===== src/rtl/systolic_pkg.sv =====
`default_nettype none
// ============================================================================
// Module   : systolic_pkg
// Purpose  : Shared FSM state type and width helper for the systolic multiplier
// Revision : 1.0
// ============================================================================
package systolic_pkg;

    typedef enum logic [1:0] {
        S_IDLE    = 2'd0,
        S_COMPUTE = 2'd1,
        S_DONE    = 2'd2
    } state_t;

    // Address width for the larger of two depths; never narrower than one bit.
    function automatic int clog2_max(input int a, input int b);
        int m;
        m = (a > b) ? a : b;
        return (m > 1) ? $clog2(m) : 1;
    endfunction

endpackage
`default_nettype wire


===== src/rtl/systolic_pe.sv =====
`default_nettype none
// ============================================================================
// Module   : systolic_pe
// Purpose  : One processing element: forwards a right / b down, MACs when valid
// Revision : 1.0
// ============================================================================
module systolic_pe #(
    parameter int DATA_WIDTH = 8,
    parameter int ACC_WIDTH  = 18
) (
    input  logic                         clk,
    input  logic                         reset,
    input  logic                         i_clear,
    input  logic                         i_valid,
    input  logic signed [DATA_WIDTH-1:0] i_a,
    input  logic signed [DATA_WIDTH-1:0] i_b,
    output logic                         o_valid,
    output logic signed [DATA_WIDTH-1:0] o_a,
    output logic signed [DATA_WIDTH-1:0] o_b,
    output logic signed [ACC_WIDTH-1:0]  o_acc
);

    logic signed [2*DATA_WIDTH-1:0] w_prod;
    logic signed [ACC_WIDTH-1:0]    w_prod_ext;
    logic                           r_valid;
    logic signed [DATA_WIDTH-1:0]   r_a;
    logic signed [DATA_WIDTH-1:0]   r_b;
    logic signed [ACC_WIDTH-1:0]    r_acc;

    assign w_prod     = (2*DATA_WIDTH)'(i_a) * (2*DATA_WIDTH)'(i_b);
    assign w_prod_ext = ACC_WIDTH'(w_prod);

    always_ff @(posedge clk or negedge reset) begin
        if (!reset) begin
            r_valid <= 1'b0;
            r_a     <= '0;
            r_b     <= '0;
            r_acc   <= '0;
        end else if (i_clear) begin
            r_valid <= 1'b0;
            r_a     <= '0;
            r_b     <= '0;
            r_acc   <= '0;
        end else begin
            r_valid <= i_valid;
            r_a     <= i_a;
            r_b     <= i_b;
            if (i_valid) begin
                r_acc <= r_acc + w_prod_ext;
            end
        end
    end

    assign o_valid = r_valid;
    assign o_a     = r_a;
    assign o_b     = r_b;
    assign o_acc   = r_acc;

endmodule
`default_nettype wire


===== src/rtl/systolic_matmul.sv =====
`default_nettype none
// ============================================================================
// Module   : systolic_matmul
// Purpose  : C = A x B on an M x N output-stationary systolic grid
// Revision : 1.0
// ============================================================================
module systolic_matmul
    import systolic_pkg::*;
#(
    parameter int M          = 3,
    parameter int KD         = 3,
    parameter int N          = 3,
    parameter int DATA_WIDTH = 8,
    parameter int ACC_WIDTH  = 2*DATA_WIDTH + $clog2(KD)
) (
    input  logic                                   clk,
    input  logic                                   reset,
    input  logic                                   wr_en,
    input  logic                                   wr_sel,
    input  logic [clog2_max(M*KD, KD*N)-1:0]       wr_addr,
    input  logic signed [DATA_WIDTH-1:0]           wr_data,
    input  logic                                   start,
    output logic                                   busy,
    output logic                                   done,
    input  logic [clog2_max(M*N, 1)-1:0]           rd_addr,
    output logic signed [ACC_WIDTH-1:0]            rd_data
);

    localparam int C_T      = KD + M + N - 2;
    localparam int C_CW     = clog2_max(C_T, 2);
    localparam int C_A_SIZE = M * KD;
    localparam int C_B_SIZE = KD * N;
    localparam int C_C_SIZE = M * N;

    state_t                       r_state;
    state_t                       w_next;
    logic [C_CW-1:0]              r_cnt;
    logic                         w_clear;
    logic                         w_compute;
    logic signed [DATA_WIDTH-1:0] r_abuf [C_A_SIZE];
    logic signed [DATA_WIDTH-1:0] r_bbuf [C_B_SIZE];
    logic signed [ACC_WIDTH-1:0]  r_rd_data;

    always_ff @(posedge clk or negedge reset) begin
        if (!reset) begin
            r_state <= S_IDLE;
            r_cnt   <= '0;
        end else begin
            r_state <= w_next;
            if (w_clear) begin
                r_cnt <= '0;
            end else if (w_compute) begin
                r_cnt <= r_cnt + C_CW'(1);
            end
        end
    end

    always_comb begin
        w_next = r_state;
        case (r_state)
            S_IDLE:    if (start) w_next = S_COMPUTE;
            S_COMPUTE: if (r_cnt == C_CW'(C_T - 1)) w_next = S_DONE;
            S_DONE:    w_next = S_IDLE;
            default:   w_next = S_IDLE;
        endcase
    end

    always_comb begin
        busy      = 1'b0;
        done      = 1'b0;
        w_clear   = 1'b0;
        w_compute = 1'b0;
        case (r_state)
            S_IDLE:    w_clear = start;
            S_COMPUTE: begin busy = 1'b1; w_compute = 1'b1; end
            S_DONE:    begin busy = 1'b1; done = 1'b1; end
            default:   ;
        endcase
    end

    always_ff @(posedge clk or negedge reset) begin
        if (!reset) begin
            for (int x = 0; x < C_A_SIZE; x++) r_abuf[x] <= '0;
            for (int x = 0; x < C_B_SIZE; x++) r_bbuf[x] <= '0;
        end else if (wr_en && r_state == S_IDLE) begin
            if (!wr_sel && int'(wr_addr) < C_A_SIZE) r_abuf[int'(wr_addr)] <= wr_data;
            if (wr_sel && int'(wr_addr) < C_B_SIZE)  r_bbuf[int'(wr_addr)] <= wr_data;
        end
    end

    // Skewed edge feed: row i / column j sees element k = cnt - i (or cnt - j).
    logic signed [DATA_WIDTH-1:0] w_a_edge [M];
    logic                         w_v_edge [M];
    logic signed [DATA_WIDTH-1:0] w_b_edge [N];

    always_comb begin
        for (int i = 0; i < M; i++) begin
            w_a_edge[i] = '0;
            w_v_edge[i] = 1'b0;
            if (w_compute && int'(r_cnt) >= i && int'(r_cnt) - i < KD) begin
                w_a_edge[i] = r_abuf[i*KD + int'(r_cnt) - i];
                w_v_edge[i] = 1'b1;
            end
        end
        for (int j = 0; j < N; j++) begin
            w_b_edge[j] = '0;
            if (w_compute && int'(r_cnt) >= j && int'(r_cnt) - j < KD) begin
                w_b_edge[j] = r_bbuf[(int'(r_cnt) - j)*N + j];
            end
        end
    end

    logic signed [DATA_WIDTH-1:0] w_a_out [M][N];
    logic signed [DATA_WIDTH-1:0] w_b_out [M][N];
    logic                         w_v_out [M][N];
    logic signed [ACC_WIDTH-1:0]  w_acc   [C_C_SIZE];
    logic [M-1:0]                 w_unused_east;
    logic [N-1:0]                 w_unused_south;

    genvar gi, gj;
    generate
        for (gi = 0; gi < M; gi++) begin : g_row
            for (gj = 0; gj < N; gj++) begin : g_col
                logic signed [DATA_WIDTH-1:0] w_a_in;
                logic signed [DATA_WIDTH-1:0] w_b_in;
                logic                         w_v_in;

                if (gj == 0) begin : g_left
                    assign w_a_in = w_a_edge[gi];
                    assign w_v_in = w_v_edge[gi];
                end else begin : g_from_left
                    assign w_a_in = w_a_out[gi][gj-1];
                    assign w_v_in = w_v_out[gi][gj-1];
                end

                if (gi == 0) begin : g_top
                    assign w_b_in = w_b_edge[gj];
                end else begin : g_from_above
                    assign w_b_in = w_b_out[gi-1][gj];
                end

                systolic_pe #(
                    .DATA_WIDTH (DATA_WIDTH),
                    .ACC_WIDTH  (ACC_WIDTH)
                ) u_pe (
                    .clk     (clk),
                    .reset   (reset),
                    .i_clear (w_clear),
                    .i_valid (w_v_in),
                    .i_a     (w_a_in),
                    .i_b     (w_b_in),
                    .o_valid (w_v_out[gi][gj]),
                    .o_a     (w_a_out[gi][gj]),
                    .o_b     (w_b_out[gi][gj]),
                    .o_acc   (w_acc[gi*N + gj])
                );
            end
            assign w_unused_east[gi] = ^{w_a_out[gi][N-1], w_v_out[gi][N-1]};
        end
        for (gj = 0; gj < N; gj++) begin : g_south
            assign w_unused_south[gj] = ^w_b_out[M-1][gj];
        end
    endgenerate

    always_ff @(posedge clk or negedge reset) begin
        if (!reset) begin
            r_rd_data <= '0;
        end else if (int'(rd_addr) < C_C_SIZE) begin
            r_rd_data <= w_acc[int'(rd_addr)];
        end else begin
            r_rd_data <= '0;
        end
    end

    assign rd_data = r_rd_data;

endmodule
`default_nettype wire


===== config.mk =====
export PLATFORM = sky130hd
export DESIGN_NAME = systolic_matmul
export DESIGN_NICKNAME = d
export VERILOG_FILES = /design/src/rtl/systolic_pkg.sv /design/src/rtl/systolic_pe.sv /design/src/rtl/systolic_matmul.sv
export SDC_FILE = /design/constraint.sdc
export NUM_CORES = 2
export LEC_CHECK = 0
export CAP_MARGIN = 10
export CELL_PAD_IN_SITES_DETAIL_PLACEMENT = 2
export CELL_PAD_IN_SITES_GLOBAL_PLACEMENT = 2
export CORE_MARGIN = 2
export CORE_UTILIZATION = 40
export DETAILED_ROUTE_END_ITERATION = 6
export PLACE_DENSITY = 0.82
export SYNTH_ARGS = -nofsm -noshare
export SYNTH_HDL_FRONTEND = slang
export SYNTH_SLANG_ARGS = --single-unit
export TNS_END_PERCENT = 100

===== constraint.sdc =====
create_clock -name clk -period 8.66 [get_ports clk]
set_clock_uncertainty 0.2 [all_clocks]
set_input_delay 1.732 -clock clk [delete_from_list [all_inputs] [get_ports clk]]
set_output_delay 1.732 -clock clk [all_outputs]
set_load 0.03 [all_outputs]

==> metrics.csv <==
stage;metric;value;unit
logic_synthesis;ys_ff_latch;431;
sta;tightest_slew;1.17;ns
logic_synthesis;syn-num-nets;5927;
grt;grt_pass1_wl;271000;um
logic_synthesis;ys.flop_type;dfrtp_1;
run_status;status;finished, final reports clean;
setup_path;crit_path_start_kind;register;
placed_design;hpwl;139000;um
cells_and_area;nets;5941;
clocking;worstSkewPairLatency;0.68;ns
routing;first_pass_iters;5;
floorplanning;rows;128;
hold_path;hp-class;reg2reg;
sta;rsz0062_at_grt;true;
sta;hold_viol;0;
routing;via_count;35800;
routing;ant_nets;0;
logic_synthesis;postSynthAreaPerCell;10.3;um^2
clocking;cts_buffer_depth;3;
clocking;cts-hold-fix-buffers;0;
floorplanning;io_pins;41;
routing;drc;0;
cells_and_area;nFillCells;12700;
cells_and_area;stdcell_count;6475;
setup_path;required;8.99;ns
clocking;cts.clk_slew.worst_paths;0.07;ns
logic_synthesis;synthDistinctLibCells;76;
run;max_cap_violations;0;
sta;slew_violations;0;
logic_synthesis;synthCells;4788;
sta;slew_headroom;22.1;%
setup_path;worst-setup-path-type;reg2reg;
sta;setup_violations;0;
floorplanning;coreArea;122000;um^2
power_and_ir_drop;ir_drop;282;uV
floorplanning;start_util;40.4;%
setup_path;cp_max_fo;10;
placed_design;preCtsSetupSlack;0.224;ns
placed_design;gp_congestion;0.885;
clocking;cts_buffers;54;
clocking;cts.sinks;431;
power_and_ir_drop;p_leak;27.2;nW
clocking;cts_tree;done;
sta;fin_hold_ws;0.337;ns
sta;setup_slack;0.342;ns
routing;viasPerCell;5.52;
sta;post-route-min-period;8.32;ns
grt;grt_pass1_vias;43100;
setup_path;end_kind;register;
grt;overflow;0;
floorplanning;die_area;126000;um^2
clocking;cts_root_buf;clkbuf_16;
sta;fin_crit_sh;96.1;%
floorplanning;dieWidth;356;um
floorplanning;die_h;356;um
cells_and_area;area_growth;8.74;%
routing;drt-total-wl;174000;um
grt;grt_max_degree;162;
sta;max_freq;120;MHz
placed_design;portBuffers;40;
grt;antenna_found_initial;6;
logic_synthesis;syn_area;49400;um^2
setup_path;cp.arrival;8.65;ns
routing;dr.first_iter.drc_count;2305;
routing;wl_per_cell;26.9;um
clocking;h-tree-depth;2;
logic_synthesis;synth_edf_count;0;
logic_synthesis;ys_seq_area_share;21.8;%
grt;grtUsageTotal;28.3;%
power_and_ir_drop;powerDensity;200;nW/um^2
cells_and_area;layout-drive-gt1-share;9.51;%
logic_synthesis;synthArstFlopShare;100;%
logic_synthesis;yosysWarnings;0;
placed_design;placed_cells;6371;
## kinds of logic after synthesis
| kind of cell | share of synthesized area [%] |
|---|---|
| xor+xnor | 2.82 |
| buf+inv | 8.41 |
| compound gates | 4.94 |
| mux | 10.8 |
| flops | 21.8 |
| simple gates | 11.8 |
| fa+ha+maj | 39.3 |
## through the flow
stage               cell area (um^2)  power (mW)  setup TNS (ns)  util [%]
global route                   53700        11.3         -0.0905      44.0
global placement               51800        7.64               0      42.4
finish                         53700        10.7               0      44.0
detailed placement             51800        8.02               0      42.4
CTS                            53700        10.7               0      43.9
floorplan                      49400        5.99               0         -
## registers in the layout (all words and copies together) (netlist names)
signal / count
g_row.g_col.u_pe.o_acc: 162
rd_data: 18
r_bbuf: 72
r_abuf: 72
g_row.g_col.u_pe.o_b: 48
r_cnt: 3
r_state: 2
g_row.g_col.u_pe.o_valid: 6
g_row.g_col.u_pe.o_a: 48
## cell type report
cell class / count / area (um^2) / area share (%)
clock buffers: 67 / 1500 / 2.79
repair buffers: 103 / 913 / 1.70
multi-input cells: 3270 / 34600 / 64.3
well taps: 1625 / 2030 / 3.78
diodes: 2 / 5.00 / 0.00931
inverters: 942 / 3540 / 6.58
clock inverters: 35 / 417 / 0.775
flip-flops and latches: 431 / 10800 / 20.1
## cells in the final DEF, fill, tap and decap left out, drive strengths merged, types with 112 or more instances in the layout
cell     n
mux4   114
nand2  418
inv    952
a21oi  129
mux2i  112
mux2   148
dfrtp  431
and2   267
xnor2  129
fa     726
ha     392
nor2   311
## worst paths after layout
kind                            cells past startpoint       start                          endpoint  slack [ns]
worst max-delay path                               25    r_cnt[2]  g_row[0].g_col[2].u_pe.o_acc[15]        0.34
worst min-delay path                                1  r_abuf[52]                        r_abuf[52]        0.34
worst max register to register                     25    r_cnt[2]  g_row[0].g_col[2].u_pe.o_acc[15]        0.34
worst min register to register                      1  r_abuf[52]                        r_abuf[52]        0.34
max in group asynchronous                           2       reset     g_row[0].g_col[1].u_pe.o_a[5]        5.71
min in group asynchronous                           1       reset                        r_bbuf[36]        0.88
## layer usage
layer	wire, um	vias up	track usage, %
li1	-	15100	-
met3	7810	374	3.93
met1	68800	19400	34.2
met5	38	-	0
met2	88600	898	49.7
met4	9290	6	13.2
## what timing repair did
item                                    in CTS  in global routing
buffers inserted                             0                  0
endpoints found under the setup margin       0                 12
gates resized for setup                      0                 11
## worst max-delay path, cell delays in order, from the launching register on
cell	delay (ns)
dfrtp_1	0.39
buf_4	0.18
inv_2	0.05
ha_1	0.31
xor2_1	0.18
ha_1	0.38
xor2_1	0.54
nand2_1	0.14
a21oi_1	0.19
a31oi_1	0.06
buf_4	0.18
nor2_1	0.17
and2_1	0.57
fa_1	0.57
fa_1	0.53
fa_1	0.60
fa_1	0.43
ha_1	0.31
ha_1	0.38
a211o_1	0.34
a2111oi_0	0.58
nor3_1	0.20
a311oi_1	0.35
xnor2_1	0.12
mux2i_1	0.17
nor2_1	0.06
## report_power, final
group	switching, mW	total, mW	internal, mW
logic	3.35	5.30	1.95
registers	0.564	2.93	2.36
clock network	1.10	2.51	1.41
total	5.02	10.7	5.72
## cells in the mapped netlist (18+ instances only)
master / instances / area share (%)
a21o_1: 28 / 0.43
o21ai_1: 43 / 0.44
xnor2_1: 129 / 2.3
nand3_1: 36 / 0.36
mux2_1: 36 / 0.82
mux2i_1: 112 / 2.3
and2_1: 267 / 3.4
nor3_1: 46 / 0.47
a211oi_1: 21 / 0.32
buf_2: 18 / 0.18
a31oi_1: 24 / 0.30
nand2_1: 415 / 3.2
mux2_2: 112 / 2.6
fa_1: 726 / 29
clkbuf_1: 103 / 0.78
xor2_1: 30 / 0.53
nand2b_1: 49 / 0.62
o21ai_0: 59 / 0.60
dfrtp_1: 431 / 22
inv_2: 25 / 0.19
a21oi_1: 129 / 1.3
o21a_1: 20 / 0.30
inv_1: 914 / 6.9
mux4_2: 114 / 5.2
nor2b_1: 28 / 0.35
nor2_1: 307 / 2.3
and3_1: 19 / 0.24
ha_1: 392 / 9.9
Note: power is estimated with default switching activity, not from simulation.
